==> config.mk <==
export PLATFORM = sky130hd
export DESIGN_NAME = output_sequencer
export DESIGN_NICKNAME = d
export VERILOG_FILES = /design/src/rtl/output_sequencer.sv
export SDC_FILE = /design/constraint.sdc
export NUM_CORES = 1
export LEC_CHECK = 0
export CAP_MARGIN = 40
export CORE_MARGIN = 4
export CORE_UTILIZATION = 30
export CTS_CLUSTER_DIAMETER = 50
export DETAILED_ROUTE_END_ITERATION = 8
export SLEW_MARGIN = 20
export SYNTH_ARGS = -nofsm -noshare
export SYNTH_HDL_FRONTEND = slang
export SYNTH_SLANG_ARGS = --single-unit
==> constraint.sdc <==
create_clock -name clk -period 7.2 [get_ports clk]
set_input_delay 0.72 -clock clk [delete_from_list [all_inputs] [get_ports clk]]
set_output_delay 0.72 -clock clk [all_outputs]
set_load 0.05 [all_outputs]
==> src/rtl/output_sequencer.sv <==
// Feeds the result-file writer: buffers upstream words and slices them into NUM_FILES files.
// Build option OUT_CHECKSUM_EN appends an XOR checksum word to every file.
module output_sequencer #(
  parameter int DATA_W         = 25,
  parameter int IDX_W          = 10,
  parameter int WORDS_PER_FILE = 16,
  parameter int NUM_FILES      = 4,
  parameter int FIFO_DEPTH     = 8
) (
  input  logic              clk,
  input  logic              rst,
  input  logic              start,
  input  logic              in_valid,
  input  logic [DATA_W-1:0] in_data,
  output logic              in_ready,
  output logic              write,
  output logic [DATA_W-1:0] data_out,
  output logic [IDX_W-1:0]  index,
  output logic              load_next_file,
  output logic              busy,
  output logic              done,
  output logic [2:0]        state_dbg
);

  localparam int AW    = $clog2(FIFO_DEPTH);
  localparam int CNT_W = (WORDS_PER_FILE > 1) ? $clog2(WORDS_PER_FILE) : 1;
  localparam logic [CNT_W-1:0] LAST_WORD = CNT_W'(WORDS_PER_FILE - 1);
  localparam logic [IDX_W-1:0] LAST_FILE = IDX_W'(NUM_FILES - 1);

  localparam logic [2:0] S_IDLE   = 3'd0;
  localparam logic [2:0] S_LOAD   = 3'd1;
  localparam logic [2:0] S_STREAM = 3'd2;
`ifdef OUT_CHECKSUM_EN
  localparam logic [2:0] S_CSUM   = 3'd3;
`endif
  localparam logic [2:0] S_NEXT   = 3'd4;
  localparam logic [2:0] S_DONE   = 3'd5;

  logic [2:0] state, state_nx;
  logic [CNT_W-1:0] word_cnt;

  // Upstream handshake: a word transfers on any posedge where in_valid && in_ready.
  // in_ready only reflects FIFO space; a full FIFO never accepts, even if it pops that cycle.
  logic [DATA_W-1:0] mem [FIFO_DEPTH];
  logic [AW:0]       wr_ptr, rd_ptr;
  logic              fifo_empty, fifo_full, push, pop;
  logic [DATA_W-1:0] rd_data;

  assign fifo_empty = (wr_ptr == rd_ptr);
  assign fifo_full  = (wr_ptr[AW] != rd_ptr[AW]) && (wr_ptr[AW-1:0] == rd_ptr[AW-1:0]);
  assign in_ready   = rst && !fifo_full;
  assign push       = in_valid && in_ready;
  assign pop        = (state == S_STREAM) && !fifo_empty;
  assign rd_data    = mem[rd_ptr[AW-1:0]];
  assign state_dbg  = state;

  always_ff @(posedge clk) begin
    if (push) mem[wr_ptr[AW-1:0]] <= in_data;
  end

  always_ff @(posedge clk) begin
    if (!rst) begin
      wr_ptr <= '0;
      rd_ptr <= '0;
    end else begin
      if (push) wr_ptr <= wr_ptr + 1'b1;
      if (pop)  rd_ptr <= rd_ptr + 1'b1;
    end
  end

  always_comb begin
    state_nx = state;
    case (state)
      S_IDLE:   if (start) state_nx = S_LOAD;
      S_LOAD:   state_nx = S_STREAM;
      S_STREAM: begin
        if (pop && word_cnt == LAST_WORD) begin
`ifdef OUT_CHECKSUM_EN
          state_nx = S_CSUM;
`else
          state_nx = S_NEXT;
`endif
        end
      end
`ifdef OUT_CHECKSUM_EN
      S_CSUM:   state_nx = S_NEXT;
`endif
      S_NEXT:   state_nx = (index == LAST_FILE) ? S_DONE : S_LOAD;
      S_DONE:   state_nx = S_IDLE;
      default:  state_nx = S_IDLE;
    endcase
  end

`ifdef OUT_CHECKSUM_EN
  logic [DATA_W-1:0] csum;

  // Accumulated at pop time, so it already covers the last data word when CSUM is entered.
  always_ff @(posedge clk) begin
    if (!rst) begin
      csum <= '0;
    end else if (state == S_LOAD) begin
      csum <= '0;
    end else if (pop) begin
      csum <= csum ^ rd_data;
    end
  end
`endif

  always_ff @(posedge clk) begin
    if (!rst) begin
      state          <= S_IDLE;
      word_cnt       <= '0;
      index          <= '0;
      write          <= 1'b0;
      data_out       <= '0;
      load_next_file <= 1'b0;
      busy           <= 1'b0;
      done           <= 1'b0;
    end else begin
      state          <= state_nx;
      busy           <= (state_nx != S_IDLE);
      load_next_file <= (state_nx == S_LOAD);
      done           <= (state_nx == S_DONE);
`ifdef OUT_CHECKSUM_EN
      write          <= pop || (state == S_CSUM);
      if (pop) data_out <= rd_data;
      else if (state == S_CSUM) data_out <= csum;
`else
      write          <= pop;
      if (pop) data_out <= rd_data;
`endif
      if (state == S_IDLE && start) begin
        index    <= '0;
        word_cnt <= '0;
      end
      if (pop) word_cnt <= (word_cnt == LAST_WORD) ? '0 : word_cnt + 1'b1;
      if (state == S_NEXT && index != LAST_FILE) index <= index + 1'b1;
    end
  end

endmodule

# Yosys cells after proc, flatten, opt, wreduce, memory -nomap -nowiden
# Memory sizes are Yosys's and may differ from the RTL's. A register that Yosys moved wholly into a read port is not among the register bits.
# Index checks and enable logic that the tools add are counted.
word_totals:
  in_bits: 29
  out_inout_bits: 43
  ramBits: 200
  n_memories: 1
  reg_bits: 29
  elab_cells: 50
op_classes:
  reduce_logical: 14
  mux: 11
  eq_ne: 11
  add_sub_neg: 4
memory_table:
  columns: ["name", "words", "word_bits", "rd", "rd_ports_with_merged_regs", "write_ports", "line_no", "rtl"]
  rows:
  - ["mem", 8, 25, 1, 1, 1, "44", "logic [DATA_W-1:0] mem [FIFO_DEPTH];"]
op_table:
  columns: ["operator", "n"]
  rows:
  - ["two-way mux 10 bit", 2]
  - ["adder 4 x 1 -> 4 bit, second input constant", 3]
  - ["two-way mux 4 bit", 3]
  - ["case mux 3 bit (4 select lines)", 1]
  - ["adder 10 x 1 -> 10 bit, second input constant", 1]
  - ["== test 10 x 2 -> 1 bit, second input constant", 1]
  - ["inequality test 10 x 2 -> 1 bit, second input constant", 1]
  - ["two-way mux 3 bit", 3]
  - ["logical AND 1 bit", 7]
  - ["== test 3 x 1 -> 1 bit, second input constant", 2]
  - ["== test 3 bit, second input constant", 2]
  - ["== test 4 bit", 1]
  - ["== test 4 bit, second input constant", 1]
  - ["nonzero test 2 bit", 2]
  - ["== test 3 x 2 -> 1 bit, second input constant", 1]
  - ["== test 3 bit", 1]
  - ["zero test 1 bit", 3]
  - ["zero test 3 bit", 1]
  - ["nonzero test 3 bit", 1]
  - ["two-way mux 1 bit", 2]
  - ["inequality test 1 bit", 1]

# Longest topological paths before layout
depth:
  word_depth: 7
  ltp_mapped: 7
  ltp_nobuf: 5

# Worst setup path after synthesis
# Ideal clock, no wire load.
synth_path:
  path_type: "input to register"
  start: "in in_valid"
  end: "mem mem[0][0], enable pin"
  required_time_ns: 6.762
  arrival_ns: 2.933
  setup_time_ns: 0.438
  slack_ns: 3.829
  stages: 4
  path_buffers: 0
  path_cell_list: "nand2_1 a41oi_2 nand2b_1 nor3_1"
synth_between:
  elab_chain_len: 3
synth_lines:
  columns: ["item", "line_no", "rtl"]
  rows:
  - ["from (decl)", "13", "input logic in_valid,"]
  - ["logical AND 1 bit", "52", "assign push = in_valid && in_ready;"]
  - ["two-way mux 1 bit", "58", "if (push) mem[wr_ptr[AW-1:0]] <= in_data;"]
  - ["two-way mux 1 bit (not written as such)", "58", null]
  - ["to (decl)", "44", null]
# No other way between the ends.

# Final worst setup path
layout_path:
  start: "in rst"
  end: "out in_ready"
layout_between:
  elab_chain_len: 1
layout_lines:
  columns: ["item", "line_no", "rtl"]
  rows:
  - ["from (decl)", "11", "input logic rst,"]
  - ["logical AND 1 bit", "51", "assign in_ready = rst && !fifo_full;"]
  - ["to (decl)", "15", "output logic in_ready,"]
# No other way between the ends.

==> reports/qor.csv <==
stage,metric,value,unit
setup_path,Worst EP arrival,3.04,ns
yosys,Async SR Flop Fraction,0,
clock_tree,cts bufs inserted,28,
timing,fin crit share,0.5222,
power,LEAKAGE,3.708,nW
yosys,Post-synth EDFFs,200,
finish,FF+latch area,7096,sq um
timing,Tmin final,3.760,ns
yosys,ranking of synthesized cells by area,"edfxtp_1 60%, mux4_2 11%, dfxtp_1 11%",
yosys,Post-synth top flop,edfxtp_1,
global_route,initial antenna violation count,0,
die,Core ar.,32780,sq um
clock_tree,clk slew on worst S/H paths,0.06,ns
timing,Slew Limit Headroom,0.4576,
setup_path,Critical Path Start Type,input pin,
clock_tree,CTS hold repair buffers,0,
yosys,Synth Area in Simple Gates,0.05180,
die,initial core utilization,0.3065,
yosys,Synth Area in Compound Gates,0.06824,
die,IO Pins,72,
finish,Filler cells,3080,
timing,setup TNS,0,ns
detailed_routing,via/cell ratio,4.734,
die,Rows,66,
global_route,largest net degree at the start of global routing,55,
yosys,largest family of logic cells by synthesized area,multiplexers,
timing,"Setup violations, final",0,
clock_tree,CTS tree,yes,
place,HPWL Detailed,13.38,mm
finish,multi-input logic area,2763,sq um
yosys,sequential area share after synthesis,0.7053,
power,worst vdd ir,0.0001761,V
timing,RSZ-0062 raised after global routing,no,
place,PortBufs,71,
clock_tree,clk buf depth,3,
timing,Slew @ Worst Pin,0.8111,ns
finish,"Area growth, synth to finish",21.63,%
finish,"commonest non-fill, non-tap cell in the layout",edfxtp_1,
detailed_routing,vias,5259,
yosys,Mean Syn Cell Area,17.98,sq um
yosys,Mapped Cells,559,
detailed_routing,DR iter-0 viols,400,
setup_path,"critical path fanouts, max",21,
yosys,Post-Synth XOR/XNOR Area,0.003486,
detailed_routing,DRC,0,
yosys,post-synth top area cell,edfxtp_1,
yosys,"Cell Area, Synth",10050,sq um
power,pwr/cell area,254.3,nW/um^2
die,Die ar.,36490,sq um
timing,setup slack after layout,3.440,ns
detailed_routing,Detailed Routing Iterations Pass 1,4,
finish,final net count,680,
place,pre-CTS WS,3.206,ns
finish,layout cells sized above 1,0.2302,
yosys,Ys Warns,0,
setup_path,"Req. time, crit path",6.48,ns
yosys,Yosys reg bits,254,
die,Die Width,191.0,um
die,Die Height,191.0,um
yosys,Yosys cell types,57,
clock_tree,Clock Latency Late Sink,0.53,ns
setup_path,Setup CP Type,input pin to output port,
global_route,first-pass GRT wire length,33.34,mm
power,Tot Pwr,3.108,mW
timing,Clock Skew,0.007567,ns
clock_tree,Root Driver,clkbuf_16,
global_route,grt total ovfl,0,
setup_path,crit end category,output port,
detailed_routing,drt wl/cell,19.32,um
min_path,Hold Path Class,register to register,
detailed_routing,Post-DRT Antenna Nets,0,
finish,n_diodes,0,
timing,final hold vios,0,
finish,most frequent cells in the layout,"200 x edfxtp_1, 71 x clkdlybuf4s50_1, 51 x dfxtp_1, 50 x mux4_2, 33 x a21oi_1",
yosys,Synth Area in Adders,0.004981,
clock_tree,H-tree depth,1,
clock_tree,CTS Sinks,254,
yosys,multiplexer share of the synthesized area,0.1439,
global_route,GRT Total Usage,0.1173,
clock_tree,post-CTS setup buffer count,0,
detailed_routing,final wirelength,21.47,mm
clock_tree,post-CTS resize count,0,
place,RePlAce Congestion,0.7727,
yosys,Mapped Nets,592,
global_route,vias in the first global route,5486,
timing,FMAX,266.0,MHz
outcome,status,completed,
yosys,Yosys top cell area share,0.5977,
timing,"Slew Viols, Final",0,
flow_run,max-cap violations,0,
==> critical path, cell delays in order <==
cell             delay [ns]
clkdlybuf4s50_1        1.00
clkinv_1               0.20
a41oi_1                0.26
clkdlybuf4s50_1        0.85
==> registers in the layout, indices dropped and copies added (netlist names) <==
| name | cells |
|---|---|
| load_next_file | 1 |
| write | 1 |
| done | 1 |
| wr_ptr | 4 |
| data_out | 25 |
| mem | 200 |
| word_cnt | 4 |
| rd_ptr | 4 |
| state_dbg | 3 |
| index | 10 |
| busy | 1 |
==> logic make-up (layout without fill, tap and decap cells) <==
family          Yosys count  count (layout)
fa+ha+maj                 4               4
xor+xnor                  4               4
buf+inv                  40             150
compound gates           87              87
flops                   254             254
mux                      82              82
simple gates             88              88
==> layout make-up <==
| cell class | count | share of cell area |
|---|---|---|
| clock inverters | 18 | 0.009726 |
| clock buffers | 34 | 0.06091 |
| multi-input cells | 265 | 0.2260 |
| repair buffers | 91 | 0.07535 |
| well taps | 442 | 0.04525 |
| inverters | 7 | 0.002150 |
| flip-flops and latches | 254 | 0.5806 |
==> synthesized netlist by cell type, types with 2 or more instances <==
cell      count
edfxtp_1    200
mux2i_1      32
a211oi_2     19
clkbuf_1     15
nor4_1        3
buf_4         6
and3_1        3
mux4_2       50
nand3_1       9
buf_6         6
nor3_1        6
o211ai_1      2
a32o_1        2
nand3b_1      2
a211oi_1      7
dfxtp_1      54
nand2_1      24
nand2b_1     10
buf_2         4
nor4_4        2
o21ai_0       9
nor2_1       11
inv_1         6
nor2b_1       2
o21ai_1       2
nand4b_1      2
a21oi_1      33
or3_1         4
ha_1          4
xnor2_1       3
==> where the power goes <==
| part | total (mW) | switching [mW] | internal (mW) |
|---|---|---|---|
| clock network | 1.32 | 0.572 | 0.743 |
| logic | 0.179 | 0.113 | 0.0661 |
| registers | 1.61 | 0.0114 | 1.60 |
| total | 3.11 | 0.697 | 2.41 |
==> metrics by stage <==
stage               hold slack [ns]  cell area [sq um]  cells    util
finish                       0.4884              12220   1111  0.3728
global route                 0.5250              12220   1111  0.3728
CTS                          0.4894              12180   1108  0.3715
detailed placement           0.4828              11320   1056  0.3452
global placement             0.4702              11250   1053  0.3433
floorplan                    0.4483              10050    559       -
==> path summary, 6_finish.rpt <==
kind	startpoint	to	slack [ns]	depth (start not counted)
hold reg to reg	rd_ptr[3]	rd_ptr[3]	0.49	2
setup / recovery	rst	in_ready	3.44	4
setup reg to reg	rd_ptr[2]	mem[4][21]	4.41	6
hold / removal	rd_ptr[3]	rd_ptr[3]	0.49	2
==> metal layers <==
layer  part of all wire  track usage  up-vias
met4              0.017      0.02265        0
li1                   -            -     2433
met3              0.052      0.02319       32
met5                  0            0        -
met1               0.46       0.1677     2686
met2               0.47       0.1885      108
Power figures use the tool's default switching activity.
